==> src/rtl/branch_predictor.sv <==
// Direct-mapped BTB with per-entry 2-bit saturating direction counters.
// Zero-latency lookup for the IF-stage PC; single-cycle training port from ID.
module branch_predictor #(
   parameter int BTB_ENTRIES = 16,
   parameter int IDX_W       = 4
) (
   input  logic        clk,
   input  logic        resetn,
   input  logic [31:0] if_pc,
   output logic [31:0] pred_next_pc,
   output logic        pred_br_taken,
   input  logic        upd_valid,
   input  logic [31:0] upd_pc,
   input  logic        upd_is_br,
   input  logic        upd_taken,
   input  logic [31:0] upd_target,
   input  logic        upd_mispred,
   output logic [31:0] stat_lookups,
   output logic [31:0] stat_mispred
);

   localparam int TAG_W = 32 - IDX_W - 2;

   logic              valid_q  [BTB_ENTRIES];
   logic              valid_d  [BTB_ENTRIES];
   logic [TAG_W-1:0]  tag_q    [BTB_ENTRIES];
   logic [TAG_W-1:0]  tag_d    [BTB_ENTRIES];
   logic [29:0]       target_q [BTB_ENTRIES];
   logic [29:0]       target_d [BTB_ENTRIES];
   logic [1:0]        ctr_q    [BTB_ENTRIES];
   logic [1:0]        ctr_d    [BTB_ENTRIES];
   logic [31:0]       stat_lookups_q, stat_lookups_d;
   logic [31:0]       stat_mispred_q, stat_mispred_d;

   logic [IDX_W-1:0]  lk_idx;
   logic [TAG_W-1:0]  lk_tag;
   logic              lk_hit;
   logic [IDX_W-1:0]  up_idx;
   logic [TAG_W-1:0]  up_tag;
   logic              up_hit;
   logic              unused_low_bits;

   function automatic logic [1:0] ctr_inc(input logic [1:0] c);
      return (c == 2'b11) ? c : c + 2'd1;
   endfunction

   function automatic logic [1:0] ctr_dec(input logic [1:0] c);
      return (c == 2'b00) ? c : c - 2'd1;
   endfunction

   function automatic logic [31:0] stat_inc(input logic [31:0] s);
      return (s == 32'hffff_ffff) ? s : s + 32'd1;
   endfunction

   // Word-aligned targets: the low two address bits are never stored.
   assign unused_low_bits = ^{upd_pc[1:0], upd_target[1:0]};

   assign lk_idx = if_pc[IDX_W+1:2];
   assign lk_tag = if_pc[31:IDX_W+2];
   assign up_idx = upd_pc[IDX_W+1:2];
   assign up_tag = upd_pc[31:IDX_W+2];
   assign up_hit = valid_q[up_idx] && (tag_q[up_idx] == up_tag);

   // Lookup reads the registered state only, so a same-cycle update is not bypassed.
   always_comb begin
      lk_hit        = valid_q[lk_idx] && (tag_q[lk_idx] == lk_tag);
      pred_br_taken = lk_hit && ctr_q[lk_idx][1];
      pred_next_pc  = pred_br_taken ? {target_q[lk_idx], 2'b00} : if_pc + 32'd4;
   end

   always_comb begin
      valid_d        = valid_q;
      tag_d          = tag_q;
      target_d       = target_q;
      ctr_d          = ctr_q;
      stat_lookups_d = stat_lookups_q;
      stat_mispred_d = stat_mispred_q;
      if (upd_valid) begin
         if (!upd_is_br) begin
            // A non-branch hitting an entry means a stale alias; drop it.
            if (up_hit) valid_d[up_idx] = 1'b0;
         end else if (up_hit) begin
            if (upd_taken) begin
               ctr_d[up_idx]    = ctr_inc(ctr_q[up_idx]);
               target_d[up_idx] = upd_target[31:2];
            end else begin
               ctr_d[up_idx]    = ctr_dec(ctr_q[up_idx]);
            end
         end else if (upd_taken) begin
            valid_d[up_idx]  = 1'b1;
            tag_d[up_idx]    = up_tag;
            target_d[up_idx] = upd_target[31:2];
            ctr_d[up_idx]    = 2'b10;
         end
         if (upd_is_br)   stat_lookups_d = stat_inc(stat_lookups_q);
         if (upd_mispred) stat_mispred_d = stat_inc(stat_mispred_q);
      end
   end

   always_ff @(posedge clk or negedge resetn) begin
      if (!resetn) begin
         for (int k = 0; k < BTB_ENTRIES; k++) begin
            valid_q[k]  <= 1'b0;
            tag_q[k]    <= '0;
            target_q[k] <= '0;
            ctr_q[k]    <= 2'b01;
         end
         stat_lookups_q <= '0;
         stat_mispred_q <= '0;
      end else begin
         valid_q        <= valid_d;
         tag_q          <= tag_d;
         target_q       <= target_d;
         ctr_q          <= ctr_d;
         stat_lookups_q <= stat_lookups_d;
         stat_mispred_q <= stat_mispred_d;
      end
   end

   assign stat_lookups = stat_lookups_q;
   assign stat_mispred = stat_mispred_q;

endmodule

==> config.mk <==
export PLATFORM = sky130hd
export DESIGN_NAME = branch_predictor
export DESIGN_NICKNAME = d
export VERILOG_FILES = /design/src/rtl/branch_predictor.sv
export SDC_FILE = /design/constraint.sdc
export NUM_CORES = 2
export LEC_CHECK = 0
export CAP_MARGIN = 20
export CORE_UTILIZATION = 64
export CTS_BUF_LIST = sky130_fd_sc_hd__clkbuf_2
export DETAILED_ROUTE_END_ITERATION = 10
export GPL_TIMING_DRIVEN = 0
export PLACE_DENSITY = 0.83
export SLEW_MARGIN = 10
export SYNTH_ARGS = -nofsm -noshare
export SYNTH_HDL_FRONTEND = slang
export SYNTH_SLANG_ARGS = --single-unit
==> constraint.sdc <==
create_clock -name clk -period 6 [get_ports clk]
set_clock_uncertainty 0.2 [all_clocks]
set_input_delay 0.9 -clock clk [delete_from_list [all_inputs] [get_ports clk]]
set_output_delay 0.9 -clock clk [all_outputs]
set_load 0.005 [all_outputs]
## After elaboration in Yosys (flattened, before gate mapping)

Index checks and enable logic that the tools add are counted.

- Add/subtract/negate cells: 5
- Order comparisons: 3
- Equality and inequality tests: 6
- Bitwise operators: 11
- Muxes and demuxes: 43
- Reductions and logical operators: 13

Operators with widths:

| cell | count |
|---|---|
| 480-bit bitwise mux | 1 |
| 416-bit bitwise mux | 1 |
| 26-bit binary-select mux with 4-bit select | 2 |
| 26-bit two-way mux | 5 |
| 32-bit two-way mux | 4 |
| 30-bit binary-select mux with 4-bit select | 1 |
| 30-bit demux with 4-bit select | 1 |
| 26-bit demux with 4-bit select | 1 |
| 30-bit two-way mux | 3 |
| 32-bit by 1-bit adder with 32-bit output, second input constant | 2 |
| 32-bit bitwise mux | 2 |
| 32-bit == test, second input constant | 2 |
| 16-bit two-way mux | 4 |
| 26-bit == test | 2 |
| 32-bit by 3-bit adder with 32-bit output, second input constant | 1 |
| 16-bit AND | 2 |
| 16-bit inverter | 2 |
| 16-bit OR | 2 |
| 2-bit binary-select mux with 4-bit select | 2 |
| 2-bit two-way mux | 7 |
| 3-bit AND reduction | 4 |
| 5-bit >= comparator, second input constant | 2 |
| 4-bit inverter with 5-bit output | 2 |
| 1-bit binary-select mux with 4-bit select | 2 |
| other kinds (13) | 24 |

- Bits of input ports: 102
- Output and inout port bits: 97
- Word-level logic and storage cells: 147
- Register bits after elaboration: 1008

## Logic depth before layout (Yosys ltp)

- Depth in word-level cells: 9
- Depth in mapped cells: 15
- Mapped depth without buffers: 9

## Worst setup path after synthesis

No wires, ideal clock.

- Path kind: in2out
- From: input port if_pc[2]
- To: output port pred_next_pc[28]
- Required time: 4900 ps
- Buffers on the path: 6
- Stages: 9
- Path slack: 1006 ps
- Arrival time: 3894 ps
- Cells stage by stage: buf_2 -> buf_2 -> buf_2 -> clkbuf_1 -> buf_2 -> buf_1 -> mux4_2 -> mux4_2 -> mux2_2

- Cells in the longest elaborated chain, start to end: 8
- Elaborated cells on any way between the ends: 18
- Classes of those cells: add/sub: 1; eq/ne: 1; mux: 13; bitwise: 1; reduce/logical: 2

RTL lines:

| item | RTL line | text |
|---|---|---|
| start: declaration | 9 | `input logic [31:0] if_pc,` |
| 4-bit inverter with 5-bit output (implied by the code) | 66, 67, 68 |  |
| 26-bit binary-select mux with 4-bit select | 66 | `lk_hit = valid_q[lk_idx] && (tag_q[lk_idx] == lk_tag);` |
| 26-bit two-way mux (implied by the code) (2 in series) | 66 |  |
| 26-bit == test | 66 |  |
| 1-bit logical AND | 66 |  |
| 1-bit logical AND | 67 | `pred_br_taken = lk_hit && ctr_q[lk_idx][1];` |
| 32-bit two-way mux * | 68 | `pred_next_pc = pred_br_taken ? {target_q[lk_idx], 2'b00} : if_pc + 32'd4;` |
| end: declaration | 10 | `output logic [31:0] pred_next_pc,` |

Every way passes the cells marked *; elsewhere a longest branch is shown, timed or not. The select of a mux whose other input is x is not followed.

## Final worst setup path

- From: input port if_pc[5]
- To: output port pred_next_pc[30]

Same word-level chain as after synthesis.

==> flow_summary_export.csv <==
group,metric,value,unit
worst_setup_path,crit_chain,"clkbuf_1, inv_4, clkbuf_4, clkbuf_2, nand2_1, a31oi_4, xnor2_1, nand4_1, nor4b_4, o2111ai_4, buf_6, mux2_2, clkdlybuf4s50_1",
synthesis,synth_warnings,0,
power,p_leak,0.02662,uW
place,post-place-ws,-2.412,ns
route,drt_iter0_drc,4675,
place,hpwl,113.0,mm
floorplan,die_area,0.08127,mm2
worst_setup_path,worst-r2r-setup-slack,1.44,ns
floorplan,row_count,103,
floorplan,core_region_area,0.07913,mm2
global_route,grt_max_degree,167,
timing,grt_setup_unrepaired,"yes",
timing,hold_viol_final,0,
timing,slew_violations,0,
power,vdd_drop_max,0.2074,mV
finish,fill_cells,5277,
global_route,overflow,0,
worst_setup_path,cp_data_required_time,4.90,ns
global_route,grt_pass1_wl,243.8,mm
worst_setup_path,worstPathMaxFanout,10,
outcome,violations,"setup timing",
worst_setup_path,crit_arrival,5.05,ns
finish,utilization,0.7328,
global_route,track_usage,0.4171,
synthesis,netlist_area,0.05129,mm2
floorplan,start_util,0.6482,
synthesis,synth.avg_cell_area,14.68,um2
synthesis,syn_inst,3494,
clock_network,clk_pin_slew,0.11,ns
timing,fin_crit_sh,1.025,
clock_network,cts_buffer_depth,4,
place,dp.cells,4730,
timing,timing.final.crit_period,6.151,ns
synthesis,synth_area_leaders,"dfrtp_1 48%, mux2_2 20%, mux4_2 15%",
clock_network,clock_latency,1.67,ns
synthesis,synth.distinct_cells,79,
synthesis,syn-num-nets,3599,
route,vias,36440,
worst_setup_path,crit_type,"input port to primary output",
floorplan,fp.dieH,285.1,um
finish,final_cell_area,0.05798,mm2
global_route,grt_pass1_vias,37440,
synthesis,ys_async_sr_fraction,1.000,
route,wirelength_met1,61.84,mm
power,powerDensity,278.0,mW/mm2
route,wl_met3,20.69,mm
route,ant_nets,0,
synthesis,yosys.area.top_type_share,0.4840,
finish,finalNetCount,4123,
clock_network,cts-buffers-inserted,279,
worst_setup_path,critPathMaxStageDelay,0.53,ns
timing,max_clock_freq,162.6,MHz
timing,hold_slack,0.05006,ns
synthesis,yosysTopAreaCell,"dfrtp_1",
worst_setup_path,start_kind,"input port",
floorplan,ioPinCount,199,
timing,relSlewSlack,0.1480,
place,place_congestion,1.020,
outcome,status,"finished, violations left",
floorplan,fp.dieW,285.1,um
run,maxCapViolCount,0,
synthesis,seq_area_frac_synth,0.4922,
route,drc,0,
route,dr_wl_met2,73.10,mm
finish,fin_cells,5260,
timing,setup_viol,29,
route,via_per_inst,6.927,
clock_network,clkSinkCount,1008,
worst_setup_path,crit_slowest_cell,"clkbuf_2",
route,first_pass_iters,6,
timing,tightest_slew,1.278,ns
clock_network,cts-root-buf,"clkbuf_2",
worst_setup_path,worstSetupEndpointType,"primary output",
route,wl_per_cell,31.63,um
finish,drive_gt1_frac,0.4562,
synthesis,synthFlopType,"dfrtp_1",
synthesis,yosys_register_bits,1008,
timing,setup_slack,-0.1505,ns
place,portBuffers,175,
route,routed_wl,166.4,mm
global_route,antenna_found_initial,10,
clock_network,cts.htree.levels,5,
synthesis,synth-edff-count,0,
worst_hold_path,hold_path.class,"input port to flop",
finish,syn2layout_area_growth,13.06,%
route,top_layer,"met5",
place,place_area,0.05462,mm2
clock_network,cts_tree,"yes",
## area by class of cell
cell class / count / area, um2 / area share
diodes: 19 / 47.55 / 0.0008200
inverters: 43 / 163.9 / 0.002827
repair buffers: 243 / 2546 / 0.04391
plain buffers: 299 / 1760 / 0.03036
clock inverters: 52 / 281.5 / 0.004855
multi-input cells: 2144 / 24610 / 0.4245
clock buffers: 402 / 2012 / 0.03470
well taps: 1050 / 1314 / 0.02266
flip-flops and latches: 1008 / 25240 / 0.4354
## worst max-delay path: cells and delay by family
family,cells,cell delay [ns]
AO/OA/AOI/OAI,2,0.56
AND/OR/NAND/NOR,3,0.74
multiplexers,1,0.32
buffers and inverters,6,2.31
XOR/XNOR,1,0.17
## synthesized netlist by cell type, types with 12 or more instances
master      n
nand4_1    18
nor2b_1    25
nand2b_1   26
nand2_1   123
buf_6      33
a21oi_1    16
mux2_1     33
clkbuf_1  177
xor2_1     34
mux2i_1    95
buf_2      54
dfrtp_1   992
dfstp_2    16
buf_1      16
buf_4      19
inv_1      41
a22o_1     22
o21ai_0    28
mux2_2    918
nand3_1    58
nor2_1     53
nor3_1     23
nand2_4    12
and3_1     15
xnor2_1   102
mux4_2    344
and2_1     18
a22oi_1    34
o41ai_1    15
## stage by stage
step           power (uW)  setup TNS [ns]
2_1_floorplan       10100               0
3_3_place_gp        11170               -
3_5_place_dp        11270         -263.64
4_1_cts             16000         -0.5644
5_1_grt             16730          -5.359
6_report            16120          -2.661
## metal layers
metal / global-route usage / up-vias
li1: - / 14330
met1: 0.5462 / 18810
met2: 0.5941 / 2607
met3: 0.1580 / 682
met4: 0.2528 / 8
met5: 0 / -
## state kept, by name, summed over array words and instances (netlist names), named ones only
register / cells
tag_q: 416
stat_lookups: 32
ctr_q: 32
stat_mispred: 32
target_q: 480
## cell families after synthesis
logic type	after synthesis	share of synthesized area
compound gates	205	0.03045
mux	1390	0.3784
simple gates	409	0.04223
buf+inv	342	0.03257
flops	1008	0.4922
fa+ha+maj	4	0.0009271
xor+xnor	136	0.02322
## power by group
group	switching [uW]	internal, uW
Clock	2910	1890
Combinational	1430	1660
Sequential	581	7650
## cell usage in the layout, fill, tap and decap left out, types with 23 or more instances in the layout
master and n:
dfrtp_1 992, mux2_2 906, clkbuf_2 427, mux4_2 344, clkdlybuf4s50_1 158, clkbuf_1 151, nand2_1 123, xnor2_1 101
mux2i_1 93, nand3_1 58, nor2_1 53, buf_6 46, dlygate4sd3_1 46, inv_1 41, clkinv_1 40, buf_2 36
xor2_1 34, a22oi_1 34, mux2_1 33, buf_4 32, nand2b_1 26, o21ai_0 26, nor2b_1 23
## worst paths after layout
kind / start / cells after the start / endpoint
max in group asynchronous: resetn / 7 / target_q[195]$_DFFE_PN0P_
min in group asynchronous: resetn / 4 / tag_q[226]$_DFFE_PN0P_
max reg2reg: tag_q[51]$_DFFE_PN0P_ / 10 / tag_q[230]$_DFFE_PN0P_
min: upd_target[29] / 2 / target_q[57]$_DFFE_PN0P_
min reg2reg: stat_mispred[27]$_DFFE_PN0P_ / 1 / stat_mispred[27]$_DFFE_PN0P_
max: if_pc[5] / 13 / pred_next_pc[30]
## what timing repair did
item / 4_1_cts / 5_1_grt
hold buffers: 46 / 0
gates cloned: 0 / 1
setup buffers: 4 / 3
pin swaps: 6 / 2
gates resized for setup: 132 / 58
hold endpoints to repair: 725 / 0
setup endpoints to repair: 33 / 33
(Power assumes the default switching activity.)
